## src/rtl/multicycle_controller.sv

```systemverilog
// Main sequencing FSM of the multi-cycle RV32I core; every datapath select/strobe is a registered Moore decode.
// Optional `define MC_TRAP_EN: unknown opcodes park in a sticky TRAP state (14) with Illegal=1 until rst.
module multicycle_controller #(
   parameter int STATE_W = 4
) (
   input  logic               clk,
   input  logic               rst,
   input  logic [6:0]         Op,
   input  logic [2:0]         Func3In,
   input  logic               Func7b5,
   output logic               IRWrite,
   output logic               PCUpdate,
   output logic               AdrSrc,
   output logic               MemWrite,
   output logic               RegWrite,
   output logic [1:0]         ALUSrcA,
   output logic [1:0]         ALUSrcB,
   output logic [1:0]         ALUOp,
   output logic [1:0]         ResultSrc,
   output logic [2:0]         ImmSrc,
   output logic               Branch,
   output logic               Jump,
   output logic               JumpReg,
   output logic [2:0]         Func3,
   output logic               Done,
`ifdef MC_TRAP_EN
   output logic               Illegal,
`endif
   output logic [STATE_W-1:0] State
);

   typedef enum logic [STATE_W-1:0] {
      FETCH, DECODE, MEMADR, MEMREAD, MEMWB, MEMWRITE, EXECR, EXECI,
      ALUWB, BRANCH, JAL, JALR, JALRPC, LUI
`ifdef MC_TRAP_EN
      , TRAP
`endif
   } state_t;

   typedef struct packed {
      logic       irwrite;
      logic       pcupdate;
      logic       adrsrc;
      logic       memwrite;
      logic       regwrite;
      logic [1:0] alusrca;
      logic [1:0] alusrcb;
      logic [1:0] aluop;
      logic [1:0] resultsrc;
      logic [2:0] immsrc;
      logic       branch;
      logic       jump;
      logic       jumpreg;
      logic [2:0] func3;
      logic       done;
`ifdef MC_TRAP_EN
      logic       illegal;
`endif
   } ctrl_t;

   localparam logic [6:0] OP_LW   = 7'b0000011;
   localparam logic [6:0] OP_SW   = 7'b0100011;
   localparam logic [6:0] OP_R    = 7'b0110011;
   localparam logic [6:0] OP_I    = 7'b0010011;
   localparam logic [6:0] OP_BR   = 7'b1100011;
   localparam logic [6:0] OP_JAL  = 7'b1101111;
   localparam logic [6:0] OP_JALR = 7'b1100111;
   localparam logic [6:0] OP_LUI  = 7'b0110111;

   localparam logic [2:0] IMM_I = 3'b000;
   localparam logic [2:0] IMM_S = 3'b001;
   localparam logic [2:0] IMM_B = 3'b010;
   localparam logic [2:0] IMM_J = 3'b011;
   localparam logic [2:0] IMM_U = 3'b100;

   state_t state;
   ctrl_t  ctrl;

   // Funct7 bit 30 only matters to the ALU decoder, never to sequencing.
   logic unused_func7b5;
   assign unused_func7b5 = Func7b5;

   function automatic state_t next_state(input state_t s, input logic [6:0] op);
      state_t n;
      n = FETCH;
      case (s)
         FETCH:  n = DECODE;
         DECODE: begin
            case (op)
               OP_LW, OP_SW: n = MEMADR;
               OP_R:         n = EXECR;
               OP_I:         n = EXECI;
               OP_BR:        n = BRANCH;
               OP_JAL:       n = JAL;
               OP_JALR:      n = JALR;
               OP_LUI:       n = LUI;
`ifdef MC_TRAP_EN
               default:      n = TRAP;
`else
               default:      n = FETCH;
`endif
            endcase
         end
         MEMADR:  n = (op == OP_LW) ? MEMREAD : MEMWRITE;
         MEMREAD: n = MEMWB;
         EXECR, EXECI, JAL, JALRPC: n = ALUWB;
         JALR:    n = JALRPC;
`ifdef MC_TRAP_EN
         TRAP:    n = TRAP;
`endif
         default: n = FETCH;
      endcase
      return n;
   endfunction

   // Output bundle for a state; everything not named for that state stays 0.
   function automatic ctrl_t decode(input state_t s, input logic [6:0] op, input logic [2:0] f3);
      ctrl_t c;
      c = '0;
      case (s)
         FETCH:    begin c.irwrite = 1'b1; c.pcupdate = 1'b1; c.alusrcb = 2'b10; c.resultsrc = 2'b10; end
         DECODE:   begin c.alusrca = 2'b01; c.alusrcb = 2'b01; c.immsrc = IMM_B; end
         MEMADR:   begin c.alusrca = 2'b10; c.alusrcb = 2'b01; c.immsrc = (op == OP_SW) ? IMM_S : IMM_I; end
         MEMREAD:  c.adrsrc = 1'b1;
         MEMWB:    begin c.resultsrc = 2'b01; c.regwrite = 1'b1; c.done = 1'b1; end
         MEMWRITE: begin c.adrsrc = 1'b1; c.memwrite = 1'b1; c.done = 1'b1; end
         EXECR:    begin c.alusrca = 2'b10; c.aluop = 2'b10; end
         EXECI:    begin c.alusrca = 2'b10; c.alusrcb = 2'b01; c.immsrc = IMM_I; c.aluop = 2'b10; end
         ALUWB:    begin c.regwrite = 1'b1; c.done = 1'b1; end
         BRANCH:   begin c.alusrca = 2'b10; c.aluop = 2'b01; c.branch = 1'b1; c.func3 = f3; c.done = 1'b1; end
         JAL:      begin c.alusrca = 2'b01; c.alusrcb = 2'b10; c.immsrc = IMM_J; c.jump = 1'b1; end
         JALR:     begin c.alusrca = 2'b10; c.alusrcb = 2'b01; c.immsrc = IMM_I; end
         JALRPC:   begin c.alusrca = 2'b01; c.alusrcb = 2'b10; c.jumpreg = 1'b1; end
         LUI:      begin c.immsrc = IMM_U; c.resultsrc = 2'b11; c.regwrite = 1'b1; c.done = 1'b1; end
`ifdef MC_TRAP_EN
         TRAP:     c.illegal = 1'b1;
`endif
         default:  c = '0;
      endcase
      return c;
   endfunction

   // Outputs are registered from the next state so they line up with State in the same cycle.
   always_ff @(posedge clk or posedge rst) begin
      if (rst) begin
         state <= FETCH;
         ctrl  <= decode(FETCH, 7'd0, 3'd0);
      end else begin
         state <= next_state(state, Op);
         ctrl  <= decode(next_state(state, Op), Op, Func3In);
      end
   end

   assign IRWrite   = ctrl.irwrite;
   assign PCUpdate  = ctrl.pcupdate;
   assign AdrSrc    = ctrl.adrsrc;
   assign MemWrite  = ctrl.memwrite;
   assign RegWrite  = ctrl.regwrite;
   assign ALUSrcA   = ctrl.alusrca;
   assign ALUSrcB   = ctrl.alusrcb;
   assign ALUOp     = ctrl.aluop;
   assign ResultSrc = ctrl.resultsrc;
   assign ImmSrc    = ctrl.immsrc;
   assign Branch    = ctrl.branch;
   assign Jump      = ctrl.jump;
   assign JumpReg   = ctrl.jumpreg;
   assign Func3     = ctrl.func3;
   assign Done      = ctrl.done;
`ifdef MC_TRAP_EN
   assign Illegal   = ctrl.illegal;
`endif
   assign State     = state;

endmodule

```

## config.mk

```make
export PLATFORM = sky130hd
export DESIGN_NAME = multicycle_controller
export DESIGN_NICKNAME = d
export VERILOG_FILES = /design/src/rtl/multicycle_controller.sv
export SDC_FILE = /design/constraint.sdc
export NUM_CORES = 1
export LEC_CHECK = 0
export BUFFER_PORTS_ARGS = -buffer_cell sky130_fd_sc_hd__buf_2
export CAP_MARGIN = 25
export CORE_MARGIN = 2
export CORE_UTILIZATION = 50
export DETAILED_ROUTE_END_ITERATION = 6
export GPL_TIMING_DRIVEN = 0
export PLACE_DENSITY = 0.78
export SLEW_MARGIN = 0
export SYNTH_ARGS = -nofsm -noshare
export SYNTH_HDL_FRONTEND = slang
export SYNTH_SLANG_ARGS = --single-unit
```

## constraint.sdc

```tcl
create_clock -name clk -period 2.45 [get_ports clk]
set_clock_uncertainty 0.2 [all_clocks]
set_input_delay 0.245 -clock clk [delete_from_list [all_inputs] [get_ports clk]]
set_output_delay 0.245 -clock clk [all_outputs]
set_load 0.005 [all_outputs]
```

==> results of run 1 <==
==> path summary, 6_finish.rpt <==
path | to | slack [ps]
max | RegWrite | 80
min | ImmSrc[0] | 80
max reg2reg | RegWrite | 80
min reg2reg | AdrSrc | 590
max in group asynchronous | Branch | 1060
min in group asynchronous | ALUSrcB[0] | 440
==> kinds of logic after synthesis <==
family / after synthesis / synth area share, %
DFF: 26 / 50.29
AOI/OAI and AO/OA: 24 / 17.02
and+or+nand+nor: 54 / 27.60
muxes: 1 / 0.7693
buffers and inverters: 11 / 4.327
==> layer usage <==
metal	vias to the layer above	global-route usage [%]	part of all wire (%)
met2	39	29.56	48
met1	495	27.85	43
met4	0	12.60	2.3
met3	7	1.613	6.6
met5	-	0	0
li1	509	-	-
==> layout make-up <==
class / count / share of cell area [%]
sequential: 26 / 39.68
multi-input combinational: 79 / 36.87
tap: 30 / 2.276
clock buffer: 3 / 1.366
buffer: 6 / 2.276
timing repair buffer: 43 / 14.42
clock inverter: 1 / 1.821
inverter: 5 / 1.290
==> what timing repair did <==
| action | in CTS | in global routing |
|---|---|---|
| resized for setup | 0 | 5 |
| hold buffers | 4 | 0 |
| buffers inserted | 0 | 1 |
| endpoints found under the hold margin | 26 | 0 |
| setup endpoints to repair | 0 | 13 |
==> Yosys cell counts, types with 2 or more instances <==
master,instances,area (um2)
o211ai_1,2,15.01
dfrtp_1,23,575.6
nor3_1,4,20.02
a21oi_1,4,20.02
nand2_1,8,30.03
inv_1,4,15.01
nor2b_1,2,12.51
nor3b_1,2,15.01
nand2b_1,3,18.77
nor2_2,2,12.51
nor2_1,8,30.03
and2_1,3,18.77
or3b_1,2,17.52
o2111ai_1,2,17.52
buf_2,4,20.02
buf_4,2,15.01
nand3_1,2,10.01
o21ai_0,2,10.01
o21ai_1,2,10.01
dfstp_2,3,78.83
and3b_1,2,17.52
nand3b_1,3,22.52
nand4_1,2,12.51
==> power by group <==
| group | switching (mW) | internal (mW) | total (mW) |
|---|---|---|---|
| Combinational | 0.257 | 0.210 | 0.467 |
| Clock | 0.121 | 0.166 | 0.287 |
| Sequential | 0.0235 | 0.515 | 0.539 |
| Total | 0.402 | 0.890 | 1.29 |
==> flip-flops by register name, summed over array words and instances (netlist names), 2 cells and up <==
register / count
ALUOp: 2
ALUSrcA: 2
ALUSrcB: 2
Func3: 3
ImmSrc: 3
ResultSrc: 2
State: 4
==> through the flow <==
stage	cells	cell area (um2)	power, mW	hold WS [ps]	setup slack [ps]
after floorplan	116	1301	0.8353	82.79	316.0
after global placement	184	1529	0.9690	259.4	145.1
after detailed placement	184	1529	0.9813	263.3	65.53
after CTS	192	1622	1.270	71.57	9.347
after global routing	193	1649	1.374	102.6	2.924
final	193	1649	1.293	76.84	83.93
==> critical path: cells and delay by family, from the launching register on <==
family          cells  cell delay, ps
compound gates      2             400
buf+inv             1             190
flops               1             430
simple gates        4            1040
==> summary.txt, run 1 <==
Route
  • Antenna-violating nets left: 0
  • Avg WL per Cell: 13.73 um
  • Drt drc: 0
  • Drt pass-1 iters: 4
  • Vias/cell: 5.440
  • Total wire length: 2.650 mm
  • Vias: 1050
  • Initial DRC count: 16

Placed design
  • DP HPWL: 1.951 mm
  • Port Buf Inserts: 38
  • Final Wtd Congestion: 0.8422

Timing
  • Crit path time final: 2366 ps
  • Relative slew slack: 40.06%
  • Fmax: 0.4226 GHz
  • Final Max Slew Viols: 0
  • Slew @ Worst Pin: 898.1 ps
  • Final hold violation count: 0
  • RSZ-0062 raised after global routing: no
  • Final worst path period share: 96.57%
  • TNS Setup: 0 ps
  • Final Setup Violations: 0

Floorplanning
  • Die width: 55.02 um
  • Core area: 0.002477 mm2
  • Floorplan die height: 55.02 um
  • Rows: 18
  • # IOs: 40
  • DIE AREA: 0.003027 mm2
  • Starting Density: 52.53%

Final layout
  • Antenna cells: 0
  • Filler cell count: 202
  • Fraction of layout cells with a size suffix above 1: 41.72%
  • Storage cell area: 654.4 um2
  • Area delta synth->final: 26.73%
  • Commonest non-fill, non-tap cell in the layout: buf_2
  • Final #Nets: 177
  • Area of the multi-input gates: 608.1 um2
  • Final Util: 66.57%
  • Most frequent cells in the layout: 41 x buf_2, 23 x dfrtp_1, 8 x nor2_1

Clock network
  • Clock transition at path regs: 140 ps
  • CTS root buf: clkbuf_4
  • CTS Sinks: 26
  • Htree depth: 1
  • Clk buf depth: 2
  • TritonCTS buffer count: 3
  • CTS tree: yes
  • Worst-skew pair later-pin latency: 320 ps

Worst setup path
  • Max FO, Critical Path: 10
  • R2r worst-path depth: 7
  • Worst Path Arrival: 2380 ps
  • Worst setup path startpoint: State[2]
  • Worst path required time: 2460 ps
  • FF-to-FF Start: State[2]
  • CP endpoint kind: flip-flop
  • Worst setup SP type: flip-flop
  • Worst path slowest cell: or4b_4
  • CP max stage delay: 580 ps
  • Crit path cell chain: buf_4, nor3_2, nand2_1, or4b_4, o2111ai_4, nor2b_4, a211o_1
  • Critical path type: flip-flop to flip-flop

Synthesis
  • Net Count, Synth: 129
  • Syn Inst Count: 116
  • Mapped Area: 0.001301 mm2
  • Synth cell types: 48
  • Synth warn: 0
  • Top_reg_cell synth: dfrtp_1
  • Avg Cell Area, Syn: 11.22 um2
  • Post-synth ARST share: 100.0%
  • Post-synthesis sequential area ratio: 50.29%
  • Yosys reg bits: 26
  • Number of flops mapped to enable cells by yosys: 0

GRT
  • Initial antenna violation count: 0
  • Total GRT Usage: 19.85%
  • Gr ovfl total: 0
  • Vias in the first global route: 939
  • Largest net degree at the start of global routing: 27
  • Global-route wire length before repair: 4.236 mm

Hold path
  • Hold Path Class: primary input to flip-flop
  • Cell count of the worst hold path: 3
  • Min-delay src: Op[5]

Job
  • Max_cap viols: 0

Power
  • Static leakage: 0.8614 nW
  • Max VDD drop: 471.9 uV
  • PD cells: 783.8 mW/mm2

Run status
  • Outcome: complete, no violations
No activity file was read; power rests on OpenSTA's default activity.
==> run 2: changes to the inputs <==
--- a/config.mk
+++ b/config.mk
@@ -9,6 +9,7 @@
 export CAP_MARGIN = 25
 export CORE_MARGIN = 2
 export CORE_UTILIZATION = 50
+export CTS_BUF_LIST = sky130_fd_sc_hd__clkbuf_4
 export DETAILED_ROUTE_END_ITERATION = 6
 export GPL_TIMING_DRIVEN = 0
 export PLACE_DENSITY = 0.78
==> constraint.sdc (replaced) <==
create_clock -name clk -period 2.45 [get_ports clk]
set_clock_uncertainty 0.2 [all_clocks]
set_input_delay 0.3675 -clock clk [delete_from_list [all_inputs] [get_ports clk]]
set_output_delay 0.3675 -clock clk [all_outputs]
set_load 0.005 [all_outputs]
==> run 2 against run 1 <==
Net effect: flip-flop and latch count unchanged; utilization down 1.6 points; routed wire length down 1.2%.
==> summary.txt, run 2 (same netlist as run 1, synthesis figures left out) <==
Clock network
  • Worst-skew pair later-pin latency: 320 ps
  • Clk buf depth: 2
  • TritonCTS buffer count: 3
  • CTS root buf: clkbuf_4
  • CTS Sinks: 26
  • Clock transition at path regs: 140 ps
  • Htree depth: 1
  • CTS tree: yes
  • Cts hold-fix bufs: 0

Worst setup path
  • Flop2flop setup slack: 80 ps
  • Max FO, Critical Path: 10
  • Critical path type: flip-flop to flip-flop
  • R2r worst-path depth: 7
  • Worst path slowest cell: or4b_4
  • Worst Path Arrival: 2380 ps
  • Worst path required time: 2460 ps
  • Worst setup SP type: flip-flop
  • Worst reg2reg path endpoint: RegWrite
  • CP max stage delay: 580 ps
  • FF-to-FF Start: State[2]
  • CP endpoint kind: flip-flop
  • Crit path cell chain: buf_4, nor3_2, nand2_1, or4b_4, o2111ai_4, nor2b_4, a211o_1

Placed design
  • Place WS: 65.53 ps
  • DP HPWL: 1.951 mm
  • Port Buf Inserts: 38
  • Final Wtd Congestion: 0.8422

Final layout
  • Final #Nets: 173
  • Fraction of layout cells with a size suffix above 1: 42.77%
  • Most frequent cells in the layout: 41 x buf_2, 23 x dfrtp_1, 8 x nor2_1
  • Filler cell count: 206
  • Final Util: 64.95%
  • Max reg flops: 4
  • Area delta synth->final: 23.65%
  • Commonest non-fill, non-tap cell in the layout: buf_2
  • Storage cell area: 654.4 um2
  • Area of the multi-input gates: 608.1 um2
  • Antenna cells: 0

Timing
  • Fmax: 0.4226 GHz
  • Final worst path period share: 96.57%
  • Relative slew slack: 40.08%
  • RSZ-0062 raised after global routing: no
  • Crit path time final: 2366 ps
  • TNS Setup: 0 ps
  • Slew @ Worst Pin: 897.8 ps
  • Worst setup margin: 83.93 ps
  • Final hold violation count: 0
  • Final Max Slew Viols: 0
  • Final Setup Violations: 0

Run status
  • Outcome: complete, no violations

Power
  • Sw power: 0.4013 mW
  • Clock network power share: 22.3%
  • Gate power share: 35.9%
  • Sw Ratio: 31.17%
  • Internal power: 0.8861 mW
  • Register share of total power: 41.8%
  • Static leakage: 0.8447 nW
  • Max VDD drop: 471.5 uV
  • PD cells: 800.1 mW/mm2

Floorplanning
  • Core area: 0.002477 mm2
  • Die width: 55.02 um
  • Floorplan die height: 55.02 um
  • DIE AREA: 0.003027 mm2
  • Starting Density: 52.53%
  • Rows: 18
  • # IOs: 40

Route
  • Initial DRC count: 17
  • Drt drc: 0
  • Vias/cell: 5.492
  • Total wire length: 2.618 mm
  • Drt pass-1 iters: 4
  • Avg WL per Cell: 13.85 um
  • Vias: 1038
  • Antenna-violating nets left: 0

GRT
  • Total GRT Usage: 19.85%
  • Global-route wire length before repair: 4.236 mm
  • Gr ovfl total: 0
  • Largest net degree at the start of global routing: 27
  • Vias in the first global route: 938
  • Initial antenna violation count: 0

Hold path
  • Hold Path Class: primary input to async pin

Job
  • Max_cap viols: 0
[run 2: cell types whose count changed in the layout (fill, tap and decap cells not counted), sizes merged]
cell,delta
dlygate4sd3,-4
[run 2: worst max-delay path: cells and delay by family, from the launching register on]
| family | cells | cell delay (ps) |
|---|---|---|
| AO/OA/AOI/OAI | 2 | 400 |
| buffers and inverters | 1 | 190 |
| flip-flops | 1 | 430 |
| AND/OR/NAND/NOR | 4 | 1040 |
[run 2: how the worst max path moves through the flow]
stage,from,to,slack [ps],cells after the start
floorplan,State[2],RegWrite,320,7
global placement,Op[3],IRWrite,20,7
detailed placement,State[3],Func3[2],70,7
CTS,State[3],Func3[2],9,7
global route,State[2],RegWrite,3,7
finish,State[2],RegWrite,80,7
[run 2: power by group through the flow]
stage | Combinational (mW) | Clock (mW) | Sequential, mW
floorplan | 0.275 | 0 | 0.560
finish | 0.462 | 0.287 | 0.539
detailed placement | 0.433 | 0 | 0.548
global placement | 0.423 | 0 | 0.546
CTS | 0.437 | 0.289 | 0.539
global route | 0.515 | 0.306 | 0.547
[run 2: timing repair]
item | in CTS | in global routing
resized for setup | 0 | 5
endpoints found under the setup margin | 0 | 13
setup buffers | 0 | 1
hold endpoints to repair | 0 | 0
[run 2: per-stage QoR]
stage                     power, mW  hold WS, ps  cell area [um2]  instances
after floorplan              0.8353        205.3             1301        116
after global placement       0.9690        381.9             1529        184
after detailed placement     0.9813        385.8             1529        184
after CTS                     1.265        44.93             1582        188
after global routing          1.369        38.67             1609        189
final                         1.287        10.75             1609        189
[run 2: layout make-up]
class	count	area share, %
Sequential cell	26	40.67
Multi-Input combinational cell	79	37.79
Timing Repair Buffer	39	12.29
Buffer	6	2.333
Tap cell	30	2.333
Clock inverter	1	1.866
Clock buffer	3	1.400
Inverter	5	1.322
[run 2: layer usage]
| metal | vias up | GRT usage (%) | part of all wire (%) |
|---|---|---|---|
| li1 | 501 | - | - |
| met4 | 0 | 12.60 | 2.4 |
| met3 | 7 | 1.613 | 7.3 |
| met5 | - | 0 | 0 |
| met1 | 489 | 27.85 | 43 |
| met2 | 41 | 29.56 | 48 |
